File: src/rtl/font_rom_arbiter.sv
// font_rom_arbiter: shares one synchronous-read font ROM among NUM_REQ text
// overlay requesters by fixed priority (index 0 highest). The winner's bit
// column and colours travel alongside the ROM read, so text_on/text_rgb are
// registered exactly 3 clocks after the request, at one pixel per clock.
// The enable mask is shadow-loaded on refresh_tick (frame boundary).
// Optional: define FONT_ARB_CONFLICT_CNT_EN to count per-frame overlap cycles
// on conflict_cnt; otherwise conflict_cnt is tied to zero.
module font_rom_arbiter #(
  parameter int                 NUM_REQ    = 4,
  parameter logic [NUM_REQ-1:0] RESET_MASK = {NUM_REQ{1'b1}},
  localparam int                GW         = (NUM_REQ > 1) ? $clog2(NUM_REQ) : 1
) (
  input  logic                  clk,
  input  logic                  reset,
  input  logic                  refresh_tick,
  input  logic [NUM_REQ-1:0]    en_mask_in,
  input  logic [NUM_REQ-1:0]    req_on,
  input  logic [NUM_REQ*11-1:0] req_rom_addr,
  input  logic [NUM_REQ*3-1:0]  req_bit_addr,
  input  logic [NUM_REQ*12-1:0] req_fg_rgb,
  input  logic [NUM_REQ*12-1:0] req_bg_rgb,
  input  logic [NUM_REQ-1:0]    req_solid,
  output logic [10:0]           rom_addr,
  input  logic [7:0]            rom_data,
  output logic                  text_on,
  output logic [11:0]           text_rgb,
  output logic [GW-1:0]         grant_idx,
  output logic [15:0]           conflict_cnt
);

  logic [NUM_REQ-1:0] mask_q;
  logic [NUM_REQ-1:0] act;
  logic               v;
  logic [GW-1:0]      g;
  logic [10:0]        s_addr;
  logic [2:0]         s_bit;
  logic [11:0]        s_fg;
  logic [11:0]        s_bg;
  logic               s_solid;

  logic               v1, v2;
  logic [GW-1:0]      g1, g2;
  logic [2:0]         bit1, bit2;
  logic [11:0]        fg1, fg2, bg1, bg2;
  logic               solid1, solid2;
  logic               fb;

  // Enable mask shadow register; the tick cycle still arbitrates with the old mask.
  always_ff @(posedge clk or negedge reset) begin
    if (!reset) mask_q <= RESET_MASK;
    else if (refresh_tick) mask_q <= en_mask_in;
  end

  // Fixed-priority arbitration: lowest active index wins and its fields are selected.
  always_comb begin
    act     = req_on & mask_q;
    v       = 1'b0;
    g       = '0;
    s_addr  = '0;
    s_bit   = '0;
    s_fg    = '0;
    s_bg    = '0;
    s_solid = 1'b0;
    for (int unsigned i = 0; i < NUM_REQ; i++) begin
      if (act[i] && !v) begin
        v       = 1'b1;
        g       = GW'(i);
        s_addr  = req_rom_addr[11*i +: 11];
        s_bit   = req_bit_addr[3*i +: 3];
        s_fg    = req_fg_rgb[12*i +: 12];
        s_bg    = req_bg_rgb[12*i +: 12];
        s_solid = req_solid[i];
      end
    end
  end

  // Stage 1: register the ROM address (held while idle) and the winner's metadata.
  always_ff @(posedge clk or negedge reset) begin
    if (!reset) begin
      rom_addr <= '0;
      v1       <= 1'b0;
      g1       <= '0;
      bit1     <= '0;
      fg1      <= '0;
      bg1      <= '0;
      solid1   <= 1'b0;
    end else begin
      if (v) rom_addr <= s_addr;
      v1     <= v;
      g1     <= g;
      bit1   <= s_bit;
      fg1    <= s_fg;
      bg1    <= s_bg;
      solid1 <= s_solid;
    end
  end

  // Stage 2: metadata waits here while the ROM performs its read.
  always_ff @(posedge clk or negedge reset) begin
    if (!reset) begin
      v2     <= 1'b0;
      g2     <= '0;
      bit2   <= '0;
      fg2    <= '0;
      bg2    <= '0;
      solid2 <= 1'b0;
    end else begin
      v2     <= v1;
      g2     <= g1;
      bit2   <= bit1;
      fg2    <= fg1;
      bg2    <= bg1;
      solid2 <= solid1;
    end
  end

  // Bit column 0 is the leftmost pixel, i.e. the MSB of the font word.
  assign fb = rom_data[3'd7 - bit2];

  // Stage 3: pick foreground, box background or transparent for this pixel.
  always_ff @(posedge clk or negedge reset) begin
    if (!reset) begin
      text_on   <= 1'b0;
      text_rgb  <= '0;
      grant_idx <= '0;
    end else begin
      text_on   <= v2 & (solid2 | fb);
      text_rgb  <= !v2 ? 12'h000 : fb ? fg2 : solid2 ? bg2 : 12'h000;
      grant_idx <= v2 ? g2 : '0;
    end
  end

`ifdef FONT_ARB_CONFLICT_CNT_EN
  logic        multi;
  logic [15:0] run_q;
  logic [15:0] cnt_q;

  // Two or more active bits: clearing the lowest set bit leaves something.
  assign multi = |(act & (act - NUM_REQ'(1)));

  // Per-frame overlap counter; a tick publishes the run total before that
  // cycle's increment and restarts the run with the tick cycle's own overlap.
  always_ff @(posedge clk or negedge reset) begin
    if (!reset) begin
      run_q <= '0;
      cnt_q <= '0;
    end else if (refresh_tick) begin
      cnt_q <= run_q;
      run_q <= multi ? 16'd1 : 16'd0;
    end else if (multi && run_q != 16'hFFFF) begin
      run_q <= run_q + 16'd1;
    end
  end

  assign conflict_cnt = cnt_q;
`else
  assign conflict_cnt = 16'h0000;
`endif

endmodule

File: config.mk
export PLATFORM = sky130hd
export DESIGN_NAME = font_rom_arbiter
export DESIGN_NICKNAME = d
export VERILOG_FILES = /design/src/rtl/font_rom_arbiter.sv
export SDC_FILE = /design/constraint.sdc
export NUM_CORES = 1
export LEC_CHECK = 0
export ABC_AREA = 0
export CAP_MARGIN = 25
export CORE_ASPECT_RATIO = 0.6
export CORE_MARGIN = 2
export CORE_UTILIZATION = 43
export DETAILED_ROUTE_END_ITERATION = 7
export GPL_ROUTABILITY_DRIVEN = 0
export PLACE_DENSITY_LB_ADDON = 0.08
export SLEW_MARGIN = 20
export SYNTH_ARGS = -nofsm -noshare
export SYNTH_HDL_FRONTEND = slang
export SYNTH_SLANG_ARGS = --single-unit
File: constraint.sdc
create_clock -name clk -period 4.45 [get_ports clk]
set_input_delay 0.89 -clock clk [delete_from_list [all_inputs] [get_ports clk]]
set_output_delay 0.89 -clock clk [all_outputs]
set_load 0.02 [all_outputs]
==> flow_summary.yaml <==
timing:
  finalClockSkew_ps: 6.05
  fin_worst_hold_slack_ps: 344
  report.final.slew_viol_count: 0
  final.period_utilization_pct: 68.5
  finalCriticalPeriod_ps: 3050
  rsz0062_at_grt: "false"
  worst-slew-pin-transition_ps: 1030
  fmax_mhz: 328
  setup_total_negative_slack_ps: 0
  worst_slew_margin_rel_pct: 31.1
  hold_violations: 0
  setup-violations-final: 0
yosys:
  synth_top_area_share_pct: 52.1
  synth_top_family_by_area: "simple AND/OR/NAND/NOR gates"
  synth-compound-area-share_pct: 8.03
  synth.most_common_cell: "sky130_fd_sc_hd__nand3_1"
  post_synth_num_cell_types: 22
  list_of_most_frequent_post_synthesis_cells: "sky130_fd_sc_hd__nand3_1, sky130_fd_sc_hd__dfrtp_1, sky130_fd_sc_hd__nand2_1, sky130_fd_sc_hd__clkbuf_1"
  synth_fa_ha_area_share_pct: 0
  synth_edf_count: 0
  postSynthAreaPerCell_um2: 10.2
  synth_warnings: 0
  ys_seq_area_share_pct: 54.6
  synth.top_cells.by_area: "sky130_fd_sc_hd__dfrtp_1, sky130_fd_sc_hd__nand3_1, sky130_fd_sc_hd__a41oi_1"
  post_synth_inst_count: 416
  netlist.top_cell.by_area: "sky130_fd_sc_hd__dfrtp_1"
  ys_dominant_reg_cell: "sky130_fd_sc_hd__dfrtp_1"
  number_of_synthesized_register_bits: 92
  syn-cell-area_um2: 4220
  post_synth_mux_area_share_pct: 5.51
  postSynth.asyncResetShare_pct: 100
  simple_gate_area_share_of_the_yosys_netlist_pct: 25.2
  post_synth_xor_area_fraction_pct: 0
layout:
  finish.net_count: 773
  insertedDiodeCount: 0
  final_core_utilization_pct: 70.5
  syn_to_final_growth_pct: 56.2
  drive_above_1_share_pct: 6.47
  finish.instance_area_um2: 6600
  fill_cells: 686
routing:
  detail_route.iter0.violations: 349
  drtAntennaViolNets: 0
  post-route-drc-count: 0
  detail_route.wirelength_um: 14800
  firstDrtPassIters: 5
  drt-vias-per-instance: 5.68
  drt-wirelength-per-cell_um: 20.3
  dr_total_vias: 4162
floorplanning:
  core.rowCount: 27
  fp.dieArea_um2: 10700
  die_h_um: 80.8
  floorplan_die_width_um: 132
  start_util_pct: 45.1
  floorplan_core_area_um2: 9360
  design.portCount: 217
cts:
  worstSkewPairLatency_ps: 340
  cts.clk_slew.worst_paths_ps: 60
  ctsHtreeMaxLevel: 3
  clock_root_cell: "sky130_fd_sc_hd__clkbuf_16"
  cts_setup_buffers: 0
  cts_made_buffers: 9
  cts.path.max_buffers: 2
  clock_sink_count: 92
  cts_tree: "done"
  postCtsResizedCells: 0
  hold_buffers: 0
critical_path:
  worstPathArrival_ps: 3280
  r2r_cells: 4
  largest_incremental_delay_on_the_critical_path_ps: 880
  reg2reg_slack_ps: 2120
  cp_slowest_cell: "sky130_fd_sc_hd__nand2_1"
  timing.critical_path.required_ps: 4680
  worstReg2RegEnd: "bit1[0]"
  setup.worst_path.start_class: "input port"
  endpoint_kind: "flip-flop"
  cp_max_fo: 24
  criticalPathCategory: "input port to flip-flop"
  crit-reg2reg-launch: "mask_q[0]"
  crit_chain: "clkdlybuf4s50_1 > nand2_1 > buf_4 > nand3_1 > a41oi_1"
pwr:
  maximum_vdd_drop_uv: 225
  p_leak_uw: 0.00268
  power_density_nw_per_um2: 377
hold_path:
  hold_path.class: "flip-flop to flip-flop"
  hold_path.startpoint: "bg1[6]"
  min_delay_worst_endpoint: "bg2[6]"
  worstHoldPathCells: 0
grt:
  first_global_vias: 4234
  global_route_wire_length_before_repair_um: 22700
  number_of_antenna_violations_at_the_first_check_in_global_routing: 0
  grt_start_max_net_pins: 69
  grt_use_total_pct: 28.4
  grt_overflow: 0
place:
  dp_hpwl_um: 10500
  placed_cell_area_um2: 6260
  port_buffers: 200
run:
  max-cap-violations: 0
outcome:
  run_status: "finished clean"
-- area by class of cell --
type	instances	area, um^2	share of cell area, %
inverter	1	3.75	0.0569
tap	130	163	2.47
timing repair buffer	211	2100	31.9
multi-input combinational	283	1700	25.8
clock inverter	5	75.1	1.14
sequential	92	2310	35.0
clock buffer	11	243	3.68
-- kinds of logic (layout without fill, tap and decap cells) --
kind of cell	Yosys count	count (layout)
mux	19	19
other cells	1	16
buf+inv	56	228
compound gates	42	42
simple gates	206	206
flops	92	92
-- worst max path at each step --
stage / endpoint / slack [ps] / start / cells past startpoint
6_report: bit1[0] / 1400 / req_on[0] / 5
5_1_grt: fg1[0] / 1350 / req_on[0] / 5
4_1_cts: bit1[0] / 1540 / req_on[0] / 5
3_5_place_dp: rom_addr[10] / 1200 / req_on[0] / 5
3_3_place_gp: fg1[6] / 1260 / req_on[0] / 4
2_1_floorplan: bit1[0] / 2340 / req_on[2] / 4
-- per-layer routing --
layer	vias to the layer above	GRT usage (%)	wire, um
met3	37	11.0	1800
met5	-	0	0
met1	2005	36.2	5800
met2	283	44.9	6900
li1	1837	-	-
met4	0	9.57	352
-- flip-flops by register name, indices dropped and copies added (netlist names), 2 cells and up --
signal and flops:
fg2 12, rom_addr 11, g1 2, fg1 12, bg1 12, bit1 3
grant_idx 2, g2 2, bit2 3, mask_q 4, bg2 12, text_rgb 12
-- worst max-delay path: cells and delay by family --
| family | cells | cell delay, ps |
|---|---|---|
| and+or+nand+nor | 2 | 1010 |
| buffers and inverters | 2 | 1040 |
| AOI/OAI and AO/OA | 1 | 320 |
-- through the flow --
stage	setup WS (ps)	std cells	power (uW)
final	1400	733	2490
after global routing	1350	733	2590
after CTS	1540	732	2490
after detailed placement	1200	716	1680
after global placement	1260	714	1660
after floorplan	2340	431	1330
-- cells in the final DEF, fill, tap and decap left out --
cell / count
sky130_fd_sc_hd__a22oi_2: 1
sky130_fd_sc_hd__buf_4: 9
sky130_fd_sc_hd__bufinv_16: 2
sky130_fd_sc_hd__and3_1: 11
sky130_fd_sc_hd__clkdlybuf4s50_1: 199
sky130_fd_sc_hd__nand2_1: 60
sky130_fd_sc_hd__mux2_2: 4
sky130_fd_sc_hd__a21boi_1: 1
sky130_fd_sc_hd__a41oi_1: 28
sky130_fd_sc_hd__nand4_1: 11
sky130_fd_sc_hd__conb_1: 16
sky130_fd_sc_hd__clkinv_2: 3
sky130_fd_sc_hd__nand3_1: 89
sky130_fd_sc_hd__dfrtp_1: 88
sky130_fd_sc_hd__a31oi_1: 11
sky130_fd_sc_hd__clkbuf_8: 1
sky130_fd_sc_hd__clkbuf_1: 1
sky130_fd_sc_hd__buf_8: 3
sky130_fd_sc_hd__nor3b_1: 28
sky130_fd_sc_hd__and2_1: 7
sky130_fd_sc_hd__inv_1: 1
sky130_fd_sc_hd__mux2i_1: 12
sky130_fd_sc_hd__a222oi_1: 1
sky130_fd_sc_hd__mux4_2: 2
sky130_fd_sc_hd__dfstp_2: 4
sky130_fd_sc_hd__clkbuf_16: 9
sky130_fd_sc_hd__mux2i_4: 1
-- where the power goes --
group / internal, uW / switching, uW
clock: 504 / 306
sequential: 972 / 64.5
combinational: 325 / 316
No activity file was read; power rests on OpenSTA's default activity.
